==> config.mk <==
export PLATFORM = sky130hd
export DESIGN_NAME = i2s_rx
export DESIGN_NICKNAME = d
export VERILOG_FILES = /design/src/rtl/i2s_pkg.sv /design/src/rtl/sample_fifo.sv /design/src/rtl/i2s_rx.sv
export SDC_FILE = /design/constraint.sdc
export NUM_CORES = 1
export LEC_CHECK = 0
export BUFFER_PORTS_ARGS = -buffer_cell sky130_fd_sc_hd__buf_2
export CAP_MARGIN = 10
export CORE_MARGIN = 2
export CORE_UTILIZATION = 60
export CTS_CLUSTER_DIAMETER = 60
export DETAILED_ROUTE_END_ITERATION = 10
export PLACE_DENSITY = 0.78
export SYNTH_ARGS = -nofsm -noshare
export SYNTH_HDL_FRONTEND = slang
export SYNTH_SLANG_ARGS = --single-unit
==> constraint.sdc <==
create_clock -name Clk -period 6.02 [get_ports Clk]
set_clock_uncertainty 0.1 [all_clocks]
set_input_delay 0.301 -clock Clk [delete_from_list [all_inputs] [get_ports Clk]]
set_output_delay 0.301 -clock Clk [all_outputs]
set_load 0.02 [all_outputs]
==> src/rtl/i2s_pkg.sv <==
// Shared types and constants for the I2S receiver.
// Contents: capture FSM state enum, synchronizer depth.
package i2s_pkg;

    // Flops per asynchronous pin synchronizer
    localparam int unsigned SYNC_STAGES = 2;

    // Capture FSM: waiting for a left-slot start, or inside a left/right slot
    typedef enum logic [1:0] {
        IDLE  = 2'd0,
        LEFT  = 2'd1,
        RIGHT = 2'd2
    } state_t;

endpackage : i2s_pkg

==> src/rtl/sample_fifo.sv <==
// Stereo-frame FIFO with a registered head word and registered valid flag.
// DEPTH must be a power of two and at least 2; pointers carry one extra bit
// so that full and empty are told apart.
// Ports:
//   clk, rst_n   clock, async active-low reset (FIFO empties)
//   push         write push_data this cycle (dropped when full without a pop)
//   push_data    frame to write
//   pop          consumer accepts the head (ignored while valid is low)
//   valid        head holds a frame
//   head         oldest frame
//   drop_c       combinational: the push this cycle is being dropped
module sample_fifo #(
    parameter int unsigned WIDTH = 32,
    parameter int unsigned DEPTH = 4
) (
    input  logic             clk,
    input  logic             rst_n,
    input  logic             push,
    input  logic [WIDTH-1:0] push_data,
    input  logic             pop,
    output logic             valid,
    output logic [WIDTH-1:0] head,
    output logic             drop_c
);

    localparam int unsigned AW = $clog2(DEPTH);

    logic [WIDTH-1:0] mem [DEPTH];
    logic [AW:0]      wr_ptr;
    logic [AW:0]      rd_ptr;
    logic [AW:0]      wr_next;
    logic [AW:0]      rd_next;
    logic             full;
    logic             do_push;
    logic             do_pop;
    logic [WIDTH-1:0] head_next;

    // Full when indices match but the wrap bits differ
    assign full    = (wr_ptr[AW] != rd_ptr[AW]) && (wr_ptr[AW-1:0] == rd_ptr[AW-1:0]);
    assign do_pop  = pop & valid;
    // A pop in the same cycle frees the slot the push needs
    assign do_push = push & (~full | do_pop);
    assign drop_c  = push & full & ~do_pop;
    assign wr_next = wr_ptr + (AW+1)'(do_push);
    assign rd_next = rd_ptr + (AW+1)'(do_pop);

    // Next head: bypass the incoming frame when it lands at the new read index
    always_comb begin
        head_next = mem[rd_next[AW-1:0]];
        if (do_push && (wr_ptr[AW-1:0] == rd_next[AW-1:0])) begin
            head_next = push_data;
        end
    end

    // Pointers and registered head/valid
    always_ff @(posedge clk or negedge rst_n) begin
        if (!rst_n) begin
            wr_ptr <= '0;
            rd_ptr <= '0;
            valid  <= 1'b0;
            head   <= '0;
        end else begin
            wr_ptr <= wr_next;
            rd_ptr <= rd_next;
            valid  <= (wr_next != rd_next);
            head   <= (wr_next != rd_next) ? head_next : '0;
        end
    end

    // Storage array (contents are don't-care while empty)
    always_ff @(posedge clk) begin
        if (do_push) begin
            mem[wr_ptr[AW-1:0]] <= push_data;
        end
    end

endmodule : sample_fifo

==> src/rtl/i2s_rx.sv <==
// I2S receiver: oversamples the codec bit clock on Clk, captures left/right
// words MSB first with the I2S one-bit delay, and buffers stereo frames.
// Ports:
//   Clk, Reset_n          system clock, async active-low reset
//   Enable                high = capture, low = return to IDLE (FIFO kept)
//   Sclk, Lrclk, Sdin     asynchronous codec pins
//   Out_valid/Out_ready   frame handshake at the FIFO head
//   Out_left, Out_right   head frame samples
//   Overrun, Slot_err     sticky flags, cleared by a Clr_flags pulse
module i2s_rx
    import i2s_pkg::*;
#(
    parameter int unsigned DATA_W     = 16,
    parameter int unsigned FIFO_DEPTH = 4
) (
    input  logic              Clk,
    input  logic              Reset_n,
    input  logic              Enable,
    input  logic              Sclk,
    input  logic              Lrclk,
    input  logic              Sdin,
    output logic              Out_valid,
    input  logic              Out_ready,
    output logic [DATA_W-1:0] Out_left,
    output logic [DATA_W-1:0] Out_right,
    output logic              Overrun,
    output logic              Slot_err,
    input  logic              Clr_flags
);

    localparam int unsigned CNT_W = $clog2(DATA_W + 1);
    localparam int unsigned FR_W  = 2 * DATA_W;

    logic [SYNC_STAGES-1:0] sclk_sync;
    logic [SYNC_STAGES-1:0] lr_sync;
    logic [SYNC_STAGES-1:0] sd_sync;
    logic                   sclk_d;
    logic                   bit_evt;
    logic                   lr_s;
    logic                   sd_s;
    logic                   lr_q;

    state_t            state;
    state_t            state_next;
    logic [CNT_W-1:0]  cnt;
    logic [CNT_W-1:0]  cnt_next;
    logic [DATA_W-1:0] shift;
    logic [DATA_W-1:0] shift_next;
    logic [DATA_W-1:0] left_hold;
    logic [DATA_W-1:0] left_hold_next;
    logic              left_ok;
    logic              left_ok_next;
    logic              frame_done;
    logic              frame_done_next;
    logic              slot_err_set;
    logic              fifo_drop;
    logic [FR_W-1:0]   head;

    // Pin synchronizers plus the delayed Sclk used for edge detection
    always_ff @(posedge Clk or negedge Reset_n) begin
        if (!Reset_n) begin
            sclk_sync <= '0;
            lr_sync   <= '0;
            sd_sync   <= '0;
            sclk_d    <= 1'b0;
        end else begin
            sclk_sync <= {sclk_sync[SYNC_STAGES-2:0], Sclk};
            lr_sync   <= {lr_sync[SYNC_STAGES-2:0], Lrclk};
            sd_sync   <= {sd_sync[SYNC_STAGES-2:0], Sdin};
            sclk_d    <= sclk_sync[SYNC_STAGES-1];
        end
    end

    assign bit_evt = sclk_sync[SYNC_STAGES-1] & ~sclk_d;
    assign lr_s    = lr_sync[SYNC_STAGES-1];
    assign sd_s    = sd_sync[SYNC_STAGES-1];

    // Word-select history; tracked even while disabled so a restart sees a true 1->0
    always_ff @(posedge Clk or negedge Reset_n) begin
        if (!Reset_n) begin
            lr_q <= 1'b1;
        end else if (bit_evt) begin
            lr_q <= lr_s;
        end
    end

    // FSM state and capture datapath registers
    always_ff @(posedge Clk or negedge Reset_n) begin
        if (!Reset_n) begin
            state      <= IDLE;
            cnt        <= '0;
            shift      <= '0;
            left_hold  <= '0;
            left_ok    <= 1'b0;
            frame_done <= 1'b0;
        end else begin
            state      <= state_next;
            cnt        <= cnt_next;
            shift      <= shift_next;
            left_hold  <= left_hold_next;
            left_ok    <= left_ok_next;
            frame_done <= frame_done_next;
        end
    end

    // Next state, bit counting and word capture
    always_comb begin
        state_next      = state;
        cnt_next        = cnt;
        shift_next      = shift;
        left_hold_next  = left_hold;
        left_ok_next    = left_ok;
        frame_done_next = 1'b0;
        slot_err_set    = 1'b0;

        case (state)
            IDLE: begin
                if (bit_evt && !lr_s && lr_q) begin
                    state_next   = LEFT;
                    cnt_next     = '0;
                    left_ok_next = 1'b0;
                end
            end
            LEFT, RIGHT: begin
                if (bit_evt) begin
                    if (lr_s != lr_q) begin
                        // Change bit carries the previous slot's tail; restart the count
                        state_next = lr_s ? RIGHT : LEFT;
                        cnt_next   = '0;
                        if ((cnt != '0) && (cnt < CNT_W'(DATA_W))) begin
                            slot_err_set = 1'b1;
                        end
                        // A new left slot invalidates any held left word
                        if (state == RIGHT) begin
                            left_ok_next = 1'b0;
                        end
                    end else if (cnt < CNT_W'(DATA_W)) begin
                        cnt_next   = cnt + CNT_W'(1);
                        shift_next = {shift[DATA_W-2:0], sd_s};
                        if (cnt_next == CNT_W'(DATA_W)) begin
                            if (state == LEFT) begin
                                left_hold_next = shift_next;
                                left_ok_next   = 1'b1;
                            end else begin
                                frame_done_next = left_ok;
                            end
                        end
                    end
                end
            end
            default: begin
                state_next = IDLE;
            end
        endcase

        // Disable aborts the partial word
        if (!Enable) begin
            state_next      = IDLE;
            cnt_next        = '0;
            left_ok_next    = 1'b0;
            frame_done_next = 1'b0;
            slot_err_set    = 1'b0;
        end
    end

    // Sticky flags; a set in the same cycle as a clear wins
    always_ff @(posedge Clk or negedge Reset_n) begin
        if (!Reset_n) begin
            Overrun  <= 1'b0;
            Slot_err <= 1'b0;
        end else begin
            Overrun  <= fifo_drop    | (Overrun  & ~Clr_flags);
            Slot_err <= slot_err_set | (Slot_err & ~Clr_flags);
        end
    end

    sample_fifo #(
        .WIDTH (FR_W),
        .DEPTH (FIFO_DEPTH)
    ) u_fifo (
        .clk       (Clk),
        .rst_n     (Reset_n),
        .push      (frame_done),
        .push_data ({left_hold, shift}),
        .pop       (Out_ready),
        .valid     (Out_valid),
        .head      (head),
        .drop_c    (fifo_drop)
    );

    assign Out_left  = head[FR_W-1:DATA_W];
    assign Out_right = head[DATA_W-1:0];

endmodule : i2s_rx

# Word-level counts from Yosys, hierarchy flattened

Memories as Yosys holds them, arrays and structs flattened.
Index checks and enable logic that the tools add are counted.

Bitwise gates (word level): 15
Reduce and logical (&&, ||, !) cells: 14
Add/subtract/negate cells: 3
Multiplexer cells: 37
Order comparisons: 1
Equality and inequality tests: 16

Operator list:

| cell                                                                    | count |
|---|---|
| 32-bit two-way mux                                                      | 2 |
| 5-bit two-way mux                                                       | 5 |
| 1-bit two-way mux                                                       | 22 |
| 4-bit inequality test, second input constant                            | 4 |
| 2-bit two-way mux                                                       | 5 |
| 5-bit case mux with 2 select lines                                      | 1 |
| 3-bit inequality test, second input constant                            | 3 |
| 4-bit AND reduction                                                     | 2 |
| 1-bit AND                                                               | 7 |
| 7-bit AND reduction                                                     | 1 |
| 3-bit by 1-bit adder with 3-bit output                                  | 2 |
| 6-bit AND reduction                                                     | 1 |
| 5-bit by 1-bit adder with 5-bit output, second input constant           | 1 |
| 5-bit == test, second input constant                                    | 1 |
| 1-bit logical AND                                                       | 5 |
| 5-bit < comparator, second input constant                               | 1 |
| 1-bit inverter                                                          | 5 |
| 5-bit nonzero test                                                      | 1 |
| 2-bit == test                                                           | 2 |
| 2-bit case mux with 2 select lines                                      | 1 |
| 3-bit by 1-bit inequality test with 1-bit output, second input constant | 1 |
| 3-bit inequality test                                                   | 1 |
| 1-bit OR                                                                | 3 |
| 3-bit AND reduction                                                     | 1 |
| other kinds (7)                                                         | 8 |

Register bits after elaboration: 90
Memories kept: 1
Bits in writable memories: 128
Input port bits: 8

Memory list:

| name       | depth | bits a word | rd ports | clocked after Yosys merged registers in | wr ports | line              | source |
|---|---|---|---|---|---|---|---|
| u_fifo.mem | 4     | 32          | 1        | 0                                       | 1        | sample_fifo.sv:28 | `logic [WIDTH-1:0] mem [DEPTH];` |

# Logic depth before layout (Yosys ltp)

Word-level depth: 8
Depth in mapped cells: 11
Depth with buffers taken out: 9

# Modules after synthesis

From an unflattened synthesis, not the netlist that was laid out.

Cells, all modules: 510
Area total of the unflattened synthesis: 8,592.0 um^2

Modules (own cells, without submodules):

| module      | area each (um^2) | cells each | seq. area each (um^2) | instances |
|---|---|---|---|---|
| sample_fifo | 6,358.6          | 347        | 4,819.6               | 1 |
| i2s_rx      | 2,233.4          | 163        | 1,277.5               | 1 |

# Worst setup path after synthesis

OpenSTA, ideal clock, no wires.

Kind: reg2reg
Start point: register u_fifo.wr_ptr[1]
End point: memory u_fifo.mem[0][0] (enable)
Setup time: 0.461 ns
Data arrival time: 3.265 ns
Path buffers: 1
Stages on the path, launching flop included: 5
Period minus slack after synthesis: 3.826 ns
Setup slack: 2.194 ns
Cell sequence: dfrtp_1 > xor2_1 > o41ai_4 > clkbuf_1 > nor3_1

Longest elaborated chain between the ends: 7

Ends and longest elaborated chain:

| element                                 | line              | source |
|---|---|---|
| start, declared                         | sample_fifo.sv:29 | `logic [AW:0] wr_ptr;` |
| start signal, assigned                  | sample_fifo.sv:63 | `wr_ptr <= wr_next;` |
| 2-bit == test                           | sample_fifo.sv:39 | `assign full = (wr_ptr[AW] != rd_ptr[AW]) && (wr_ptr[AW-1:0] == rd_ptr[AW-1:0]);` |
| 1-bit logical AND                       | sample_fifo.sv:39 |  |
| 1-bit inverter                          | sample_fifo.sv:42 | `assign do_push = push & (~full \| do_pop);` |
| 1-bit OR                                | sample_fifo.sv:42 |  |
| 1-bit AND                               | sample_fifo.sv:42 |  |
| 1-bit two-way mux                       | sample_fifo.sv:72 | `if (do_push) begin` |
| 1-bit two-way mux (implied by the code) | sample_fifo.sv:73 | `mem[wr_ptr[AW-1:0]] <= push_data;` |
| end, declared                           | sample_fifo.sv:28 |  |

Several ways; a longest one is shown, not always the timed one.

# Worst setup path in the final report

Start point: register u_fifo.wr_ptr[1]
End point: register u_fifo.head[20]

Longest elaborated chain between the ends: 8
Elaborated cells between the ends (all ways): 11
Those cells by class: 1 x add/sub; 3 x eq/ne; 2 x mux; 3 x bitwise; 2 x reduce/logical

Ends and longest elaborated chain:

| element                                  | line              | source |
|---|---|---|
| 2-bit == test                            | sample_fifo.sv:39 |  |
| 1-bit logical AND                        | sample_fifo.sv:39 |  |
| 1-bit inverter                           | sample_fifo.sv:42 |  |
| 1-bit OR                                 | sample_fifo.sv:42 |  |
| 1-bit AND                                | sample_fifo.sv:42 |  |
| 3-bit by 1-bit adder with 3-bit output * | sample_fifo.sv:44 | `assign wr_next = wr_ptr + (AW+1)'(do_push);` |
| named net u_fifo.wr_next[2]              | sample_fifo.sv:31 | `logic [AW:0] wr_next;` |
| 3-bit inequality test *                  | sample_fifo.sv:66 | `head <= (wr_next != rd_next) ? head_next : '0;` |
| 32-bit two-way mux *                     | sample_fifo.sv:66 |  |
| end signal, assigned                     | sample_fifo.sv:66 |  |
| end, declared                            | sample_fifo.sv:22 | `output logic [WIDTH-1:0] head,` |

The timed path passes the listed nets; every way through them passes the cells marked *.
A chain may end at the register's enable or synchronous reset.

==> metrics.md <==
| Metric | Value |
|---|---|
| Outcome | `finished, final reports clean` |
| Worst min-delay path category | `in -> reg` |
| Post-Synthesis Mean Instance Area | `16.6 um2` |
| Global placement routability congestion | `0.812` |
| Clock Sink Count | `218` |
| I/O pins | `43` |
| Finished layout cell area | `9730 um2` |
| Int Power | `2.39 mW` |
| Post-route DRC | `0` |
| Power share of the sequential group | `54.3%` |
| CP Depth | `11` |
| Setup repair after global routing missed its margin | `no` |
| Overall routing resource usage | `23.9%` |
| Commonest non-fill, non-tap cell in the layout | `sky130_fd_sc_hd__edfxtp_1` |
| Starting Density | `61.8%` |
| Stage delay of the slowest cell on the critical path | `0.63 ns` |
| Count of fill cells added during filler insertion | `876` |
| Post-CTS setup buffers | `0` |
| Placed cells | `720` |
| Area growth syn-to-layout | `12.9%` |
| Maximum clock frequency | `244 MHz` |
| Sequential-to-total area share from yosys stat | `70.8%` |
| Detail-routed net length per standard cell | `22.4 um` |
| Clk slew on worst S/H paths | `0.07 ns` |
| Crit path max-delay family | `buffers and inverters` |
| Total power divided by cell area | `314 nW/um2` |
| Total number of vias | `4750` |
| Count of non-filler cells in the finished layout | `763` |
| Number of CTS-inserted buffers | `21` |
| Data required time at the worst endpoint | `6.28 ns` |
| Number of detailed-route iterations in the first pass | `5` |
| Cell taking the most area after synthesis | `sky130_fd_sc_hd__edfxtp_1` |
| H-tree Lvls | `1` |
| Number of warning messages in the yosys log | `0` |
| # rows | `43` |
| Fraction of final layout cells sized beyond drive strength 1 | `28.1%` |
| Floorplan die area | `15300 um2` |
| Resized cells post-CTS | `0` |
| Total Nets Final | `587` |
| Count of inserted antenna diode cells | `0` |
| Share of total power in the clock network | `41.4%` |
| Power share of the combinational group | `4.2%` |
| Classification of the worst setup path | `reg -> reg` |
| Die Span X | `124 um` |
| Number of buffers on the longest clock path | `3` |
| Setup_tns | `0 ns` |
| Number of maximum-capacitance constraint violations | `0` |
| Most frequent cell on the critical path | `sky130_fd_sc_hd__xor2_1` |
| Startpoint Class | `flip-flop` |
| Total of endpoints with negative setup slack in the final report | `0` |
| First-iteration detailed-routing DRC count | `673` |
| Flop2flop setup slack | `1.92 ns` |
| DP Wirelength | `9530 um` |
| Power after layout | `3.06 mW` |
| Sum of buffers and inverters on the critical path | `3` |
| Number of stages on the worst hold path | `3` |
| Net count after synthesis | `538` |
| Net switching share of the total power | `21.9%` |
| Flip-flop and latch count after synthesis | `218` |
| Cell types occupying the most area after synthesis | `sky130_fd_sc_hd__edfxtp_1 (45%), sky130_fd_sc_hd__dfrtp_1 (26%), sky130_fd_sc_hd__mux4_2 (8.4%)` |
| Dpl cell area | `9000 um2` |
| Commonest non-fill, non-tap cells in the layout | `sky130_fd_sc_hd__edfxtp_1 (128), sky130_fd_sc_hd__dfrtp_1 (89), sky130_fd_sc_hd__buf_2 (41), sky130_fd_sc_hd__nand3_1 (39)` |
| Die Span Y | `124 um` |
| Number of cell instances on the worst register-to-register path | `11` |
| Period utilisation layout | `68.2%` |
| Static leakage power | `3.98 nW` |
| Initial antenna violation count | `0` |
| Tightest slew margin relative to the limit | `27.9%` |
| Port Buf Inserts | `42` |
| Worst setup timing slack at the placement stage | `2.05 ns` |
| Cells after Synth | `519` |
| Clock tree from TritonCTS | `done` |
| Number of failing hold endpoints at the final stage | `0` |
| Critical Path, Cell by Cell | `xor2_1 > o41ai_4 > buf_4 > inv_2 > ha_1 > ha_1 > xor2_1 > xor2_1 > nor3_2 > buf_4 > a21oi_1` |
| Worst Setup End Kind | `flip-flop` |
| Worst Max-Slew Pin Slew | `1.08 ns` |
| Highest ir drop seen on vdd | `0.000202 V` |
| Aggregate global routing overflow | `0` |
| Maximum net fanout on the critical path | `36` |
| CTS root buffer | `sky130_fd_sc_hd__clkbuf_16` |
| Arr. time, crit path | `4.36 ns` |
| Wire length of the first global-routing pass | `27100 um` |
| Pin count of the biggest net entering global routing | `55` |
| Antenna-violating nets left | `0` |
| Number of hold-repair buffers added at the cts stage | `5` |
| Number of pins with negative max-slew slack in the final report | `0` |
| Power dissipated by switching net loads | `0.670 mW` |
| Vias in the first global route | `4913` |
| Core Area | `13900 um2` |
| Setup WS post-layout | `1.92 ns` |
| Library cell contributing the largest single delay on the critical path | `sky130_fd_sc_hd__nor3_2` |
| Fraction of post-synthesis cell area in the top cell type by area | `44.6%` |
| Count of cell types in the netlist | `46` |
| Latest clock arrival within the worst-skew pair | `0.49 ns` |
| Final critical delay including setup and external delays | `4.10 ns` |
| Total routed wirelength | `17100 um` |
| Area of the mapped netlist | `8610 um2` |
| Via density per instance | `6.23` |
## stage by stage
step,hold WS (ns),util (%)
2_1_floorplan,-0.0946,-
3_3_place_gp,0.192,64.6
3_5_place_dp,0.206,64.6
4_1_cts,0.0447,69.8
5_1_grt,0.0633,69.8
6_report,0.0540,69.8
## final cells by class
cell class              count  area (um2)  share of cell area (%)
flip-flops and latches    218        6100                    62.7
multi-input cells         256        2340                    24.1
well taps                 180         225                    2.32
repair buffers             57         338                    3.47
clock buffers              26         564                    5.80
inverters                  14        52.6                   0.540
clock inverters            12         109                    1.12
## tightest hold or removal path, stage by stage
cell	delay (ns)
sky130_fd_sc_hd__buf_2	0.17
sky130_fd_sc_hd__nand2_1	0.08
sky130_fd_sc_hd__a2bb2oi_1	0.06
## cell usage after synthesis, drive strengths merged
master / count
o21ai: 37
a31oi: 1
and4: 1
xnor2: 5
edfxtp: 128
dfstp: 1
a2bb2oi: 2
o41ai: 1
nor3: 3
buf: 12
clkbuf: 19
or3: 1
a221oi: 1
mux4: 32
o221ai: 1
a21oi: 36
dfrtp: 89
a2111o: 1
a21o: 1
nor2: 8
nor2b: 2
and2: 3
a211o: 1
mux2: 35
a2111oi: 1
nor4: 3
inv: 14
mux2i: 1
and3: 2
or2: 1
o2bb2ai: 2
nand4: 2
nor3b: 1
and3b: 1
xor2: 9
nand2: 9
ha: 11
nand3: 39
o31ai: 1
nand4bb: 1
## registers in the layout (all words and copies together) (netlist names), 2 cells and up
register / count
u_fifo.mem: 128
u_fifo.head: 32
left_hold: 16
shift: 16
cnt: 5
u_fifo.rd_ptr: 3
u_fifo.wr_ptr: 3
lr_sync: 2
sclk_sync: 2
sd_sync: 2
state: 2
## cells by family (layout without fill, tap and decap cells)
logic type / Yosys count / count (layout) / synth area share (%)
AOI/OAI and AO/OA: 86 / 86 / 5.75
muxes: 68 / 68 / 13.5
buffers and inverters: 45 / 109 / 2.25
xor gates and xnor gates: 14 / 14 / 1.51
and+or+nand+nor: 77 / 77 / 4.62
DFF: 218 / 218 / 70.8
adders and majority gates: 11 / 11 / 1.60
## power by group through the flow
| stage | clock network, mW | logic, mW | registers (mW) |
|---|---|---|---|
| after CTS | 1.28 | 0.128 | 1.66 |
| after global placement | 0 | 0.118 | 1.68 |
| after detailed placement | 0 | 0.125 | 1.69 |
| after floorplan | 0 | 0.0903 | 1.67 |
| after global routing | 1.34 | 0.144 | 1.66 |
| final | 1.27 | 0.129 | 1.66 |
## layer usage
layer / GRT usage (%) / vias up / share of wire [%]
met5: 0 / - / 0
met1: 35.0 / 2450 / 42
met3: 3.39 / 22 / 6.0
met4: 5.82 / 0 / 1.5
met2: 38.7 / 204 / 50
li1: - / 2074 / -
## final timing paths
| path | start | end |
|---|---|---|
| max in group asynchronous | Reset_n | shift[4] |
| min in group asynchronous | Reset_n | u_fifo.valid |
| min | Enable | cnt[4] |
| max reg2reg | u_fifo.wr_ptr[1] | u_fifo.head[20] |
| max | u_fifo.wr_ptr[1] | u_fifo.head[20] |
| min reg2reg | sd_sync[0] | sd_sync[1] |
No activity file was read; power rests on OpenSTA's default activity.
